**config.mk**
```make
export PLATFORM = sky130hd
export DESIGN_NAME = register_file_write_arbiter
export DESIGN_NICKNAME = d
export VERILOG_FILES = /design/src/rtl/register_file_write_arbiter.sv
export SDC_FILE = /design/constraint.sdc
export NUM_CORES = 1
export LEC_CHECK = 0
export CORE_ASPECT_RATIO = 0.5
export CORE_MARGIN = 2
export CORE_UTILIZATION = 37
export CTS_CLUSTER_DIAMETER = 150
export CTS_CLUSTER_SIZE = 14
export DETAILED_ROUTE_END_ITERATION = 8
export HOLD_SLACK_MARGIN = 0.03
export PLACE_DENSITY = 0.76
export SYNTH_ARGS = -nofsm -noshare
export SYNTH_HDL_FRONTEND = slang
export SYNTH_SLANG_ARGS = --single-unit
```
**constraint.sdc**
```tcl
create_clock -name clock_in -period 1.75 [get_ports clock_in]
set_clock_uncertainty 0.05 [all_clocks]
set_input_delay 0.35 -clock clock_in [delete_from_list [all_inputs] [get_ports clock_in]]
set_output_delay 0.35 -clock clock_in [all_outputs]
set_load 0.01 [all_outputs]
```
**src/rtl/register_file_write_arbiter.sv**
```systemverilog
// Write-port owner for the register file: round-robin arbitration of the
// write requesters plus a bulk-clear sequencer, since the file has no reset.
module register_file_write_arbiter #(
    parameter int NUMBER_OF_REGISTERS = 256,
    parameter int NUM_REQUESTERS = 4,
    parameter bit CLEAR_ON_RESET = 1'b1,
    localparam int ADDR_W = $clog2(NUMBER_OF_REGISTERS),
    localparam int ID_W = $clog2(NUM_REQUESTERS)
) (
    input  logic                             clock_in,
    input  logic                             reset_n_in,
    input  logic                             clear_start_in,
    output logic                             clear_busy_out,
    input  logic [NUM_REQUESTERS-1:0]        req_valid_in,
    output logic [NUM_REQUESTERS-1:0]        req_ready_out,
    input  logic [NUM_REQUESTERS*ADDR_W-1:0] req_addr_in,
    input  logic [NUM_REQUESTERS*8-1:0]      req_data_in,
    output logic [ID_W-1:0]                  grant_id_out,
    output logic                             rf_write_enable_out,
    output logic [ADDR_W-1:0]                rf_write_address_out,
    output logic [7:0]                       rf_write_data_out
);

    typedef enum logic {
        RUN,
        CLEAR
    } state_t;

    localparam state_t RESET_STATE = CLEAR_ON_RESET ? CLEAR : RUN;
    localparam logic [ADDR_W:0] LAST_CNT = (ADDR_W+1)'(NUMBER_OF_REGISTERS - 1);
    localparam logic [ID_W-1:0] LAST_ID = ID_W'(NUM_REQUESTERS - 1);
    localparam logic [ID_W:0] NUM_WIDE = (ID_W+1)'(NUM_REQUESTERS);

    state_t            state;
    state_t            state_next;
    logic [ID_W-1:0]   rr_ptr;
    logic [ADDR_W:0]   clear_cnt;

    logic              found;
    logic [ID_W-1:0]   winner;
    logic [ID_W:0]     probe;
    logic [ID_W-1:0]   cand;
    logic              grant;
    logic [ID_W-1:0]   ptr_next;
    logic [ADDR_W-1:0] win_addr;
    logic [7:0]        win_data;

    // Rotating priority search starting at rr_ptr.
    always_comb begin
        found = 1'b0;
        winner = '0;
        probe = '0;
        cand = '0;
        for (int i = 0; i < NUM_REQUESTERS; i++) begin
            probe = {1'b0, rr_ptr} + (ID_W+1)'(i);
            if (probe >= NUM_WIDE) begin
                probe = probe - NUM_WIDE;
            end
            cand = probe[ID_W-1:0];
            if (!found && req_valid_in[cand]) begin
                found = 1'b1;
                winner = cand;
            end
        end
    end

    always_comb begin
        grant = found && (state == RUN) && reset_n_in;
        req_ready_out = '0;
        grant_id_out = '0;
        if (grant) begin
            req_ready_out[winner] = 1'b1;
            grant_id_out = winner;
        end
        ptr_next = (winner == LAST_ID) ? '0 : winner + 1'b1;
        win_addr = req_addr_in[int'(winner)*ADDR_W +: ADDR_W];
        win_data = req_data_in[int'(winner)*8 +: 8];
    end

    assign clear_busy_out = (state == CLEAR);

    always_comb begin
        state_next = state;
        unique case (state)
            RUN: begin
                if (clear_start_in) begin
                    state_next = CLEAR;
                end
            end
            CLEAR: begin
                if (clear_cnt == LAST_CNT) begin
                    state_next = RUN;
                end
            end
            default: state_next = RESET_STATE;
        endcase
    end

    always_ff @(posedge clock_in or negedge reset_n_in) begin
        if (!reset_n_in) begin
            state <= RESET_STATE;
            rr_ptr <= '0;
            clear_cnt <= '0;
            rf_write_enable_out <= 1'b0;
            rf_write_address_out <= '0;
            rf_write_data_out <= '0;
        end else begin
            state <= state_next;
            unique case (state)
                CLEAR: begin
                    rf_write_enable_out <= 1'b1;
                    rf_write_address_out <= clear_cnt[ADDR_W-1:0];
                    rf_write_data_out <= '0;
                    clear_cnt <= clear_cnt + 1'b1;
                end
                RUN: begin
                    if (grant) begin
                        rf_write_enable_out <= 1'b1;
                        rf_write_address_out <= win_addr;
                        rf_write_data_out <= win_data;
                        rr_ptr <= ptr_next;
                    end else begin
                        rf_write_enable_out <= 1'b0;
                    end
                    if (clear_start_in) begin
                        clear_cnt <= '0;
                    end
                end
                default: rf_write_enable_out <= 1'b0;
            endcase
        end
    end

endmodule

```
==> results of run 1 <==
-- report_power, final --
part           switching [mW]  internal (mW)
Combinational           0.915           1.26
Sequential              0.198          0.903
Clock                   0.292          0.463
Total                    1.40           2.63
-- repair_timing --
item / 4_1_cts / 5_1_grt
cloned: 2 / 2
gates resized for setup: 52 / 13
endpoints found under the setup margin: 25 / 25
buffers inserted: 7 / 9
pin swaps: 8 / 11
-- through the flow --
step,std cells,power (mW)
2_1_floorplan,198,2.11
3_3_place_gp,378,2.72
3_5_place_dp,378,2.78
4_1_cts,395,3.80
5_1_grt,406,4.28
6_report,406,4.03
-- cells by family after synthesis --
logic type               after synthesis  synth area share, %
buffers and inverters                 15                 5.44
AND/OR/NAND/NOR                       58                 16.0
XOR/XNOR                               6                 2.66
AO/OA/AOI/OAI                         57                 21.6
multiplexers                          27                 13.7
adder cells (fa/ha/maj)                6                 3.79
flip-flops                            29                 36.7
-- area by class of cell --
cell class                 instances  share of cell area, %
tap                               70                   2.40
inverter                           5                  0.721
clock inverter                     2                   1.03
sequential                        29                   20.0
clock buffer                       6                   2.27
timing repair buffer             140                   38.8
multi-input combinational        154                   34.8
-- worst max-delay path: cells and delay by family, from the launching register on --
| kind | cells | cell delay (ns) |
|---|---|---|
| AOI/OAI and AO/OA | 1 | 0.09 |
| adders and majority gates | 1 | 0.15 |
| buffers and inverters | 3 | 0.32 |
| DFF | 1 | 0.48 |
| and+or+nand+nor | 3 | 0.55 |
-- routing by layer --
metal  vias to the layer above  wire length (um)  GRT usage (%)
met5                         -                 0              0
met4                         0               107           6.41
met3                        11               431           4.80
met2                        74              3440           40.2
met1                      1018              2770           26.6
li1                       1003                 -              -
-- registers in the layout, summed over array words and instances, names as in the netlist --
signal                cells
rr_ptr                    2
rf_write_address_out      8
clear_busy_out            1
clear_cnt                 9
rf_write_data_out         8
rf_write_enable_out       1
-- worst max path at each step --
stage / start / endpoint / slack (ns) / depth (start not counted)
6_report: rr_ptr[1] / req_ready_out[1] / -0.54 / 8
5_1_grt: rr_ptr[1] / req_ready_out[1] / -0.59 / 8
4_1_cts: rr_ptr[1] / req_ready_out[1] / -0.42 / 8
3_5_place_dp: req_valid_in[3] / req_ready_out[1] / -0.98 / 8
3_3_place_gp: req_valid_in[3] / req_ready_out[1] / -0.96 / 8
2_1_floorplan: rr_ptr[1] / req_ready_out[2] / -0.15 / 7
-- placed cells by master (no fill, tap or decap), types with 2 or more instances in the layout --
master,netlist,final
nand2b_1,10,9
nand3_1,11,11
nor2_1,6,6
buf_12,2,3
xor2_1,3,3
mux2i_1,26,25
dfrtp_2,0,2
a22oi_1,8,8
clkbuf_8,0,6
clkbuf_2,0,2
o211ai_1,8,8
ha_1,6,2
dfrtp_1,28,26
buf_6,0,8
buf_4,5,35
o21ai_0,15,15
o221ai_1,8,8
inv_1,5,3
nand2b_4,1,2
clkbuf_16,0,2
xnor2_1,3,3
and3_1,4,4
nand2_1,16,16
and2_4,0,4
a21o_1,9,9
dlygate4sd2_1,0,2
a21oi_1,2,2
clkdlybuf4s50_1,0,82
ha_4,0,3
==> out/summary.log, run 1 <==
INFO  logic_synthesis synthDominantCellAreaShare=35.4%
INFO  logic_synthesis synth_edf_count=0
INFO  floorplanning  num_rows=18
INFO  logic_synthesis async_reset_ff_share=100%
INFO  run_status     status=complete, but fails checks
INFO  routing        drt_first_iter_violations=92
INFO  setup_path     crit-reg2reg-launch=rr_ptr[1]
INFO  routing        drt_pre_antenna_iters=5
INFO  logic_synthesis synth_top_area_cell=dfrtp_1
INFO  global_routing first_pass_grt_wire_length=10,300um
INFO  clock_tree     cts.sinks=29
INFO  timing         drv_slew=0
INFO  routing        avgRoutedWirePerCell=16.6um
INFO  clock_tree     cts.reportedPaths.clkPinSlew=0.07ns
INFO  final_layout   layout.filler_cells=363
INFO  clock_tree     clockBufferDepth=2
INFO  placed_design  dp_slack=-0.984ns
INFO  timing         fmax=437MHz
INFO  power_and_ir_drop power.density_cell_area=1110nW/um2
INFO  final_layout   layout.area.seq=729um2
INFO  logic_synthesis synth.area.top_cells=dfrtp_1, mux2i_1, ha_1
INFO  placed_design  dpl.hpwl=4460um
INFO  placed_design  area_of_placed_instances=3180um2
INFO  timing         layout_min_cycle_time=2.29ns
INFO  clock_tree     tritoncts=built
INFO  timing         setup_ws=-0.540ns
INFO  setup_path     worst_setup_path_start_kind=flop
INFO  floorplanning  top_level_ports=95
INFO  logic_synthesis synth_cells=198
INFO  floorplanning  initial_utilization=39.2%
INFO  setup_path     cp.arrival=1.89ns
INFO  global_routing grt_overflow_total=0
INFO  logic_synthesis ys_ff_latch=29
INFO  final_layout   multi_input_area=1270um2
INFO  clock_tree     clock_insertion_delay_worst_skew=0.29ns
INFO  routing        routed-via-count=2,106
INFO  clock_tree     root_cell_of_the_clock_tree=clkbuf_8
INFO  hold_path      hold_path_class=in2async
INFO  timing         worst_pin_slew=0.732ns
INFO  setup_path     critPathRequiredTime=1.35ns
INFO  setup_path     r2r_setup_slack=-0.25ns
INFO  clock_tree     numCtsBuffers=5
INFO  setup_path     worst_setup_path_end_kind=output port
INFO  timing         timing.final.setup_violations=23
INFO  setup_path     path_cells=nor3b_2, a211oi_2, nor2_1, inv_1, buf_4, ha_2, and2_4, buf_6
INFO  timing         finalHoldViolCount=0
INFO  routing        drt.antenna.violating_nets=0
INFO  timing         fin_tns_setup=-5.95ns
INFO  global_routing grt_pass1_vias=2,106
INFO  final_layout   nNetsFinal=412
INFO  setup_path     critical_path.reg2reg.endpoint=rf_write_data_out[1]
INFO  logic_synthesis synth_area=1980um2
INFO  global_routing grt_antenna_before_repair=0
INFO  floorplanning  fp.dieArea=5980um2
INFO  routing        drcViolationCount=0
INFO  setup_path     critical_path_class=reg2out
INFO  logic_synthesis yosys.cell_types.count=37
INFO  logic_synthesis post_synth.cell_area_avg=9.99um2
INFO  final_layout   post_route_cells_drive_above_1_share=26.5%
INFO  timing         hold-worst-slack=0.187ns
INFO  setup_path     worst_path_fanout_max=6
INFO  timing         slew_headroom=51.0%
INFO  placed_design  gp_routability_congestion=0.822
INFO  timing         part_of_the_cycle_the_worst_path_needs=131%
INFO  routing        via_per_inst=5.19
INFO  power_and_ir_drop power.leakage=1.60nW
INFO  setup_path     worst-r2r-cell-count=8
INFO  setup_path     crit_slowest_cell=dfrtp_2
INFO  floorplanning  core-area=5040um2
INFO  floorplanning  dieHeight=55.7um
INFO  logic_synthesis synth.net_count=275
INFO  final_layout   flow.area_growth_from_synthesis=84.3%
INFO  power_and_ir_drop max-vdd-ir-drop=0.000601V
INFO  clock_tree     cts-htree-levels=2
INFO  final_layout   antennaDiodeCount=0
INFO  run_status     violations_in_the_final_reports=setup timing
INFO  timing         rsz0062_at_grt=yes
INFO  setup_path     worst_path_largest_cell_delay=0.48ns
INFO  final_layout   final_cell_area=3640um2
INFO  job            max-cap-violations=0
INFO  placed_design  io_buffers=94
INFO  logic_synthesis ys_seq_area_share=36.7%
INFO  final_layout   fin_util=72.2%
INFO  floorplanning  x_dimension_of_the_die=107um
INFO  logic_synthesis synth-warning-count=0
INFO  global_routing groute.usage.overall=22.2%
INFO  logic_synthesis yosysMostFrequentCell=dfrtp_1
INFO  routing        postRouteWirelength=6760um
INFO  global_routing grt_start_max_net_pins=30
INFO  logic_synthesis synth_top_flop_cell=dfrtp_1
INFO  logic_synthesis synth_commonest_cells=dfrtp_1, mux2i_1, nand2_1
INFO  clock_tree     cts.hold.buffers_added=0
No activity file was read; power rests on OpenSTA's default activity.
==> run 2: changes to the inputs <==
--- a/config.mk
+++ b/config.mk
@@ -9,7 +9,6 @@
 export CORE_MARGIN = 2
 export CORE_UTILIZATION = 37
 export CTS_CLUSTER_DIAMETER = 150
-export CTS_CLUSTER_SIZE = 14
 export DETAILED_ROUTE_END_ITERATION = 8
 export HOLD_SLACK_MARGIN = 0.03
 export PLACE_DENSITY = 0.76
==> results of run 2 <==
Same layout as run 1: the final DEF is identical, and so are final timing and power.
